**src/rtl/sqrt_pkg.sv**
```systemverilog
// sqrt_pkg: default widths and the stage record layout shared by
// the square-root pipeline files.
package sqrt_pkg;

  localparam int DEF_DATA_W = 32;
  localparam int DEF_TAG_W  = 4;
  localparam int DEF_ROOT_W = DEF_DATA_W / 2;

  // One pipeline slot at the default widths.
  typedef struct packed {
    logic                  vld;
    logic [DEF_ROOT_W+1:0] rem;
    logic [DEF_ROOT_W-1:0] root;
    logic [DEF_DATA_W-1:0] rad;
    logic [DEF_TAG_W-1:0]  tag;
  } stage_t;

endpackage

```
**src/rtl/sqrt_pipe_if.sv**
```systemverilog
// sqrt_pipe_if: operand/result handshake bundle of the
// square-root pipeline.
interface sqrt_pipe_if #(
  parameter int DATA_W = sqrt_pkg::DEF_DATA_W,
  parameter int TAG_W  = sqrt_pkg::DEF_TAG_W
);

  localparam int ROOT_W = DATA_W / 2;

  logic              in_vld;
  logic              in_rdy;
  logic [DATA_W-1:0] in_x;
  logic [TAG_W-1:0]  in_tag;
  logic              out_vld;
  logic              out_rdy;
  logic [ROOT_W-1:0] out_y;
  logic [ROOT_W:0]   out_rem;
  logic [TAG_W-1:0]  out_tag;

  modport master (
    output in_vld, in_x, in_tag, out_rdy,
    input  in_rdy, out_vld, out_y, out_rem, out_tag
  );

  modport slave (
    input  in_vld, in_x, in_tag, out_rdy,
    output in_rdy, out_vld, out_y, out_rem, out_tag
  );

endinterface

```
**src/rtl/sqrt_stage.sv**
```systemverilog
// sqrt_stage: one restoring trial-subtract producing one root bit,
// followed by the slot registers.
module sqrt_stage
  import sqrt_pkg::*;
#(
  parameter int DATA_W   = DEF_DATA_W,
  parameter int TAG_W    = DEF_TAG_W,
  parameter bit KEEP_REM = 1'b1
) (
  input  logic                clk,
  input  logic                rst,
  input  logic                adv,
  input  logic                prev_vld,
  input  logic [DATA_W/2+1:0] prev_rem,
  input  logic [DATA_W/2-1:0] prev_root,
  input  logic [DATA_W-1:0]   prev_rad,
  input  logic [TAG_W-1:0]    prev_tag,
  output logic                vld,
  output logic [DATA_W/2+1:0] rem,
  output logic [DATA_W/2-1:0] root,
  output logic [DATA_W-1:0]   rad,
  output logic [TAG_W-1:0]    tag
);

  localparam int ROOT_W = DATA_W / 2;

  logic [ROOT_W+3:0] cand;
  logic [ROOT_W+3:0] trial;
  logic [ROOT_W+1:0] diff;
  logic [ROOT_W+1:0] nxt_rem;
  logic              ge;

  // Bring down the next two radicand bits, try 4*root+1.
  always_comb begin
    cand    = {prev_rem, prev_rad[DATA_W-1 -: 2]};
    trial   = {2'b00, prev_root, 2'b01};
    diff    = cand[ROOT_W+1:0] - trial[ROOT_W+1:0];
    ge      = cand >= trial;
    nxt_rem = ge ? diff : cand[ROOT_W+1:0];
  end

  always_ff @(posedge clk or posedge rst) begin
    if (rst) begin
      vld  <= 1'b0;
      root <= '0;
      rad  <= '0;
      tag  <= '0;
    end else if (adv) begin
      vld  <= prev_vld;
      root <= {prev_root[ROOT_W-2:0], ge};
      rad  <= {prev_rad[DATA_W-3:0], 2'b00};
      tag  <= prev_tag;
    end
  end

  generate
    if (KEEP_REM) begin : g_rem
      always_ff @(posedge clk or posedge rst) begin
        if (rst)
          rem <= '0;
        else if (adv)
          rem <= nxt_rem;
      end
    end else begin : g_no_rem
      assign rem = '0;
    end
  endgenerate

endmodule

```
**src/rtl/sqrt_pipe.sv**
```systemverilog
// sqrt_pipe: ROOT_W-stage integer square root with tag and stall.
// Define SQRT_PIPE_REM_EN to build the remainder output.
module sqrt_pipe
  import sqrt_pkg::*;
#(
  parameter int DATA_W = DEF_DATA_W,
  parameter int TAG_W  = DEF_TAG_W
) (
  input  logic       clk,
  input  logic       rst,
  sqrt_pipe_if.slave bus,
  output logic       busy
);

  localparam int ROOT_W = DATA_W / 2;

  logic              adv;
  logic [ROOT_W:0]   vld;
  logic [ROOT_W+1:0] rem  [ROOT_W+1];
  logic [ROOT_W-1:0] root [ROOT_W+1];
  logic [DATA_W-1:0] rad  [ROOT_W+1];
  logic [TAG_W-1:0]  tag  [ROOT_W+1];

  // Whole pipe moves as one; a stalled head freezes every slot.
  assign adv        = !vld[ROOT_W] | bus.out_rdy;
  assign bus.in_rdy = adv;

  assign vld[0]  = bus.in_vld;
  assign rem[0]  = '0;
  assign root[0] = '0;
  assign rad[0]  = bus.in_x;
  assign tag[0]  = bus.in_tag;

  assign bus.out_vld = vld[ROOT_W];
  assign bus.out_y   = root[ROOT_W];
  assign bus.out_tag = tag[ROOT_W];
  assign busy        = |vld[ROOT_W:1];

`ifdef SQRT_PIPE_REM_EN
  localparam bit REM_ALL = 1'b1;
  assign bus.out_rem = rem[ROOT_W][ROOT_W:0];
`else
  localparam bit REM_ALL = 1'b0;
  assign bus.out_rem = '0;
`endif

  generate
    for (genvar k = 0; k < ROOT_W; k++) begin : g_stage
      sqrt_stage #(
        .DATA_W   (DATA_W),
        .TAG_W    (TAG_W),
        .KEEP_REM (REM_ALL || (k != ROOT_W - 1))
      ) u_stage (
        .clk       (clk),
        .rst       (rst),
        .adv       (adv),
        .prev_vld  (vld[k]),
        .prev_rem  (rem[k]),
        .prev_root (root[k]),
        .prev_rad  (rad[k]),
        .prev_tag  (tag[k]),
        .vld       (vld[k+1]),
        .rem       (rem[k+1]),
        .root      (root[k+1]),
        .rad       (rad[k+1]),
        .tag       (tag[k+1])
      );
    end
  endgenerate

endmodule

```
**src/flat_wrapper.sv**
```systemverilog
// flat-port wrapper written by rule: the top's interface ports become plain ports
module sqrt_pipe_flat import sqrt_pkg::*;
#(
  parameter int DATA_W = DEF_DATA_W,
  parameter int TAG_W  = DEF_TAG_W
)
  (clk, rst, busy, bus_in_vld, bus_in_x, bus_in_tag, bus_out_rdy, bus_in_rdy, bus_out_vld, bus_out_y, bus_out_rem, bus_out_tag);
  sqrt_pipe_if #(.DATA_W(DATA_W), .TAG_W(TAG_W)) bus_i ();
  input  logic clk;
  input  logic rst;
  output logic busy;
  input wire logic [$bits(bus_i.in_vld)-1:0] bus_in_vld;
  input wire logic [$bits(bus_i.in_x)-1:0] bus_in_x;
  input wire logic [$bits(bus_i.in_tag)-1:0] bus_in_tag;
  input wire logic [$bits(bus_i.out_rdy)-1:0] bus_out_rdy;
  output wire logic [$bits(bus_i.in_rdy)-1:0] bus_in_rdy;
  output wire logic [$bits(bus_i.out_vld)-1:0] bus_out_vld;
  output wire logic [$bits(bus_i.out_y)-1:0] bus_out_y;
  output wire logic [$bits(bus_i.out_rem)-1:0] bus_out_rem;
  output wire logic [$bits(bus_i.out_tag)-1:0] bus_out_tag;
  assign bus_i.in_vld = bus_in_vld;
  assign bus_i.in_x = bus_in_x;
  assign bus_i.in_tag = bus_in_tag;
  assign bus_i.out_rdy = bus_out_rdy;
  assign bus_in_rdy = bus_i.in_rdy;
  assign bus_out_vld = bus_i.out_vld;
  assign bus_out_y = bus_i.out_y;
  assign bus_out_rem = bus_i.out_rem;
  assign bus_out_tag = bus_i.out_tag;
  sqrt_pipe #(.DATA_W(DATA_W), .TAG_W(TAG_W)) u_core (.clk(clk), .rst(rst), .bus(bus_i), .busy(busy));
endmodule
```
**config.mk**
```make
export PLATFORM = sky130hd
export DESIGN_NAME = sqrt_pipe_flat
export DESIGN_NICKNAME = d
export VERILOG_FILES = /design/src/rtl/sqrt_pkg.sv /design/src/rtl/sqrt_pipe_if.sv /design/src/rtl/sqrt_stage.sv /design/src/rtl/sqrt_pipe.sv /design/src/flat_wrapper.sv
export SDC_FILE = /design/constraint.sdc
export NUM_CORES = 2
export LEC_CHECK = 0
export BUFFER_PORTS_ARGS = -buffer_cell sky130_fd_sc_hd__buf_2
export CORE_MARGIN = 5
export CORE_UTILIZATION = 35
export CTS_BUF_LIST = sky130_fd_sc_hd__clkbuf_8 sky130_fd_sc_hd__clkbuf_16
export DETAILED_ROUTE_END_ITERATION = 6
export GPL_TIMING_DRIVEN = 0
export SKIP_LAST_GASP = 1
export SYNTH_ARGS = -nofsm -noshare
export SYNTH_HDL_FRONTEND = slang
export SYNTH_SLANG_ARGS = --single-unit
```
**constraint.sdc**
```tcl
create_clock -name clk -period 26.4 [get_ports clk]
set_input_delay 2.64 -clock clk [delete_from_list [all_inputs] [get_ports clk]]
set_output_delay 2.64 -clock clk [all_outputs]
set_load 0.02 [all_outputs]
```
# Word-level counts from Yosys, hierarchy flattened
# Cells that the tools add are included.
word_totals:
  ff_bits: 726
  inputBits: 40
  output_inout_bits: 40
  word_cells: 127
classes:
  n_addsub: 15
  order_cmp: 16
  mux: 15
  bitwise: 1
  n_reduce_logical: 2
ops:
  columns: ["op", "n"]
  rows:
  - ["2-to-1 mux 18 bit", 15]
  - ["greater-or-equal comparator 20 x 10 -> 1 bit", 1]
  - ["greater-or-equal comparator 20 x 11 -> 1 bit", 1]
  - ["greater-or-equal comparator 20 x 12 -> 1 bit", 1]
  - ["greater-or-equal comparator 20 x 13 -> 1 bit", 1]
  - ["greater-or-equal comparator 20 x 14 -> 1 bit", 1]
  - ["greater-or-equal comparator 20 x 15 -> 1 bit", 1]
  - ["greater-or-equal comparator 20 x 16 -> 1 bit", 1]
  - ["greater-or-equal comparator 20 x 17 -> 1 bit", 1]
  - ["greater-or-equal comparator 20 x 3 -> 1 bit", 1]
  - ["greater-or-equal comparator 20 x 4 -> 1 bit", 1]
  - ["greater-or-equal comparator 20 x 5 -> 1 bit", 1]
  - ["greater-or-equal comparator 20 x 6 -> 1 bit", 1]
  - ["greater-or-equal comparator 20 x 7 -> 1 bit", 1]
  - ["greater-or-equal comparator 20 x 8 -> 1 bit", 1]
  - ["greater-or-equal comparator 20 x 9 -> 1 bit", 1]
  - ["subtractor 18 x 10 -> 18 bit", 1]
  - ["subtractor 18 x 11 -> 18 bit", 1]
  - ["subtractor 18 x 12 -> 18 bit", 1]
  - ["subtractor 18 x 13 -> 18 bit", 1]
  - ["subtractor 18 x 14 -> 18 bit", 1]
  - ["subtractor 18 x 15 -> 18 bit", 1]
  - ["subtractor 18 x 16 -> 18 bit", 1]
  - ["subtractor 18 x 3 -> 18 bit", 1]
  - ["other kinds (11)", 11]

# Logic depth before layout (Yosys ltp)
logic_depth:
  word_depth: 2
  depth_mapped: 12
  mapped_depth_nobuf: 10

# Hierarchy
# Synthesis repeated with hierarchy kept, for this count alone.
unflattened:
  hier_cells: 5465
  area_unflattened_um2: 59992.5
modules_own_cells:
  columns: ["mod", "n_inst", "cells_per_inst", "area_per_inst_um2", "seq_area_each_um2"]
  rows:
  - ["sqrt_stage at u_core.g_stage[0].u_stage ...", 14, 349, 3818.7, 1726.7]
  - ["sqrt_stage at u_core.g_stage[1].u_stage", 1, 365, 3910.0, 1726.7]
  - ["sqrt_stage at u_core.g_stage[15].u_stage", 1, 190, 2451.1, 1276.2]
  - ["sqrt_pipe", 1, 24, 170.2, 0.0]

# Worst setup path after synthesis
# OpenSTA, ideal clock, no wires.
synth_path:
  path_kind: "input to output"
  from: "input bus_out_rdy"
  to: "output bus_in_rdy"
  t_arrival_ns: 3.605
  t_required_ns: 23.760
  slack_ns: 20.155
  stages: 5
  n_path_buf: 3
  cell_sequence: "nor2b_1 -> clkbuf_1 -> inv_2 -> clkbuf_1 -> clkbuf_1"
synth_via:
  elab_chain_cells: 1
synth_rtl:
  columns: ["item", "line_no", "source"]
  rows:
  - ["start, declared", "flat_wrapper.sv:15", "input wire logic [$bits(bus_i.out_rdy)-1:0] bus_out_rdy;"]
  - ["bitwise OR 1 bit", "sqrt_pipe.sv:25", "assign adv = !vld[ROOT_W] | bus.out_rdy;"]
  - ["end, declared", "flat_wrapper.sv:16", "output wire logic [$bits(bus_i.in_rdy)-1:0] bus_in_rdy;"]
# No other way between the ends.

# Final worst setup path
# Ends and elaborated chain as after synthesis.

==> flow_metrics.py <==
metrics = {
    "outcome": {
        "status": "finished clean",
    },
    "clock_tree": {
        "clk_path_buf_depth": 3,
        "cts_hold_buf": 0,
        "htree_levels": 3,
        "cts_tree": "done",
        "postCtsSetupRepairBufs": 0,
        "clockRootBuffer": "clkbuf_16",
        "cts.clk_slew.worst_paths_ns": 0.06,
        "cts_sinks": 706,
        "cts-resized-gates": 0,
        "insertion_delay_ns": 0.63,
        "cts_inserted_buffers": 76,
    },
    "timing": {
        "slew_headroom": 0.149,
        "final-setup-viol-count": 0,
        "fmax_ghz": 0.130,
        "min_period_ns": 7.71,
        "fin_crit_sh": 0.292,
        "grt_setup_unrepaired": "false",
        "hold_viol_final": 0,
        "slew_viol_final": 0,
        "skew_ns": 0.0177,
        "worstMarginPinSlew_ns": 1.28,
    },
    "detailed_routing": {
        "drt_first_iter_violations": 1733,
        "first_pass_iters": 5,
        "wl_per_cell_um": 16.0,
        "drcViolationCount": 0,
        "ant_nets": 0,
        "routed-via-count": 27600,
        "viasPerCell": 4.94,
        "drt-total-wl_um": 89300,
    },
    "critical_path": {
        "critPathLaunchType": "input port",
        "reg2reg_depth": 8,
        "crit_path_max_fanout": 10,
        "r2r_slack_ns": 21.85,
        "r2r-start": "u_core.g_stage[15].u_stage.vld$_DFFE_PP0P_",
        "crit_type": "input port to output port",
        "timing.rr.end": "u_core.g_stage[1].u_stage.rem[4]$_DFFE_PP0P_",
        "crit_path_end_kind": "output port",
        "required_ns": 23.76,
        "critPathArrivalTime_ns": 5.07,
    },
    "finish": {
        "diodes": 0,
        "fillers": 10100,
        "num-nets-final": 4428,
        "synthToLayoutAreaGrowth_pct": 13.1,
        "drive_gt1_frac": 0.0566,
        "final_cell_area_um2": 39800,
    },
    "min_path": {
        "min_to": "u_core.g_stage[3].u_stage.rad[25]$_DFFE_PP0P_",
        "hold_depth": 2,
        "min-delay-start": "u_core.g_stage[3].u_stage.rad[25]$_DFFE_PP0P_",
        "hp-class": "flip-flop to flip-flop",
    },
    "grt": {
        "met3_usage": 0.0220,
        "overflow": 0,
        "grt_util_all_layers": 0.165,
        "met2_usage": 0.291,
        "grt_pass1_wl_um": 146000,
        "use_met1": 0.212,
        "antenna_found_initial": 4,
        "grt_max_degree": 129,
        "first_global_vias": 27600,
        "gr-max-usage-layer": "met2",
    },
    "logic_synthesis": {
        "yosys.area.top_type": "dfrtp_1",
        "synth_edf_count": 0,
        "synthCells": 4074,
        "ys_seq_elements": 706,
        "syn_area_um2": 35200,
        "synth.top_cell.area_share": 0.501,
        "synth.area.top_cells": "dfrtp_1 50%, nand2_1 13%, ha_1 5.4%",
        "yosysSeqAreaShare": 0.501,
        "synth_cell_types": 70,
        "avgSynthCellArea_um2": 8.65,
        "synth_top_flop_cell": "dfrtp_1",
        "async_reset_ff_frac": 1.00,
        "yosysWarnings": 0,
    },
    "placement": {
        "placed_area_um2": 37400,
        "dp_hpwl_um": 66300,
        "portBuffers": 62,
        "gp_congestion": 0.860,
    },
    "power_and_ir_drop": {
        "leakagePower_nw": 18.8,
        "power_density_nw_per_um2": 140,
        "ir_drop_v": 0.0000672,
        "total_power_mw": 5.58,
    },
    "floorplanning": {
        "core_area_um2": 100000,
        "rows": 116,
        "die_y_um": 327,
        "die_area_um2": 107000,
        "start_util": 0.352,
        "dieWidth_um": 327,
        "io_pins": 80,
    },
    "run": {
        "max_cap_violations": 0,
    },
}
[final cells by class]
| cell class | count | area, um^2 | area share |
|---|---|---|---|
| buffer | 199 | 827 | 0.0208 |
| clock buffer | 98 | 2200 | 0.0554 |
| clock inverter | 37 | 253 | 0.00635 |
| inverter | 187 | 709 | 0.0178 |
| multi-input combinational | 2998 | 16100 | 0.404 |
| sequential | 706 | 17700 | 0.444 |
| tap | 1298 | 1620 | 0.0408 |
| timing repair buffer | 67 | 448 | 0.0112 |
[synthesized netlist by cell type, types with 28 or more instances]
master	n
nor4_1	36
nor2b_1	43
or3_1	28
mux2i_1	43
a21oi_1	227
nor3_1	69
ha_1	153
dfrtp_1	706
xor2_1	55
o21a_1	31
a21o_1	46
xnor2_1	113
inv_1	186
nand3_1	37
o21ai_0	340
nor2_1	240
clkbuf_1	169
nand2_1	1265
[state kept, by name (all words and copies together), names as in the netlist]
signal	cells
u_core.g_stage.u_stage.rad	240
u_core.g_stage.u_stage.vld	16
u_core.g_stage.u_stage.root	136
u_core.g_stage.u_stage.rem	250
u_core.g_stage.u_stage.tag	64
[through the flow]
step / util / instances / worst slack [ns] / hold slack (ns) / setup TNS (ns)
floorplan: - / 4090 / 3.96 / 0.439 / 0
global route: 0.398 / 5590 / 18.60 / 0.474 / 0
finish: 0.398 / 5590 / 18.69 / 0.463 / 0
CTS: 0.398 / 5590 / 18.69 / 0.465 / 0
detailed placement: 0.374 / 5455 / 18.69 / 0.455 / 0
global placement: 0.372 / 5450 / -4.06 / 0.451 / -2770.09
[power by group]
group	switching, mW	internal [mW]
clock network	0.448	0.591
logic	1.51	1.08
registers	0.357	1.60
[critical path, cell delays in order]
cell      delay (ns)
buf_2           0.07
nor2b_1         0.03
clkbuf_1        0.38
inv_2           0.45
clkbuf_1        0.64
clkbuf_1        0.55
buf_2           0.28
[cells by family (layout without fill, tap and decap cells)]
family,after synthesis,after routing,synth area share
multiplexers,49,49,0.0141
AND/OR/NAND/NOR,1834,1834,0.219
AO/OA/AOI/OAI,777,777,0.126
adder cells (fa/ha/maj),153,153,0.0543
flip-flops,706,706,0.501
XOR/XNOR,168,168,0.0418
buffers and inverters,386,588,0.0434
other,1,17,0.000106
[worst max path at each step]
stage / end / cells past startpoint / start
after global routing: bus_in_rdy / 7 / bus_out_rdy
after floorplan: u_core.g_stage[0].u_stage.rad[10]$_DFFE_PP0P_ / 1 / rst
after detailed placement: bus_in_rdy / 7 / bus_out_rdy
after global placement: u_core.g_stage[14].u_stage.rem[9]$_DFFE_PP0P_ / 2 / rst
final: bus_in_rdy / 7 / bus_out_rdy
after CTS: bus_in_rdy / 7 / bus_out_rdy
[routing by layer]
| layer | wire length, um | up-vias |
|---|---|---|
| met5 | 0 | - |
| met4 | 2640 | 0 |
| met3 | 2730 | 154 |
| met2 | 43900 | 404 |
| met1 | 40000 | 13200 |
| li1 | - | 13800 |
[cell usage in the layout, fill, tap and decap left out, types with 28 or more instances in the layout]
| cell type | Yosys | routed |
|---|---|---|
| nand2_1 | 1265 | 1265 |
| dfrtp_1 | 706 | 706 |
| o21ai_0 | 340 | 340 |
| nor2_1 | 240 | 240 |
| a21oi_1 | 227 | 227 |
| inv_1 | 186 | 202 |
| clkbuf_1 | 169 | 168 |
| ha_1 | 153 | 153 |
| xnor2_1 | 113 | 113 |
| clkbuf_16 | 0 | 76 |
| nor3_1 | 69 | 69 |
| buf_2 | 6 | 68 |
| xor2_1 | 55 | 55 |
| a21o_1 | 46 | 46 |
| nor2b_1 | 43 | 43 |
| mux2i_1 | 43 | 43 |
| nand3_1 | 37 | 37 |
| nor4_1 | 36 | 36 |
| o21a_1 | 31 | 31 |
| or3_1 | 28 | 28 |
Note: power is estimated with default switching activity, not from simulation.
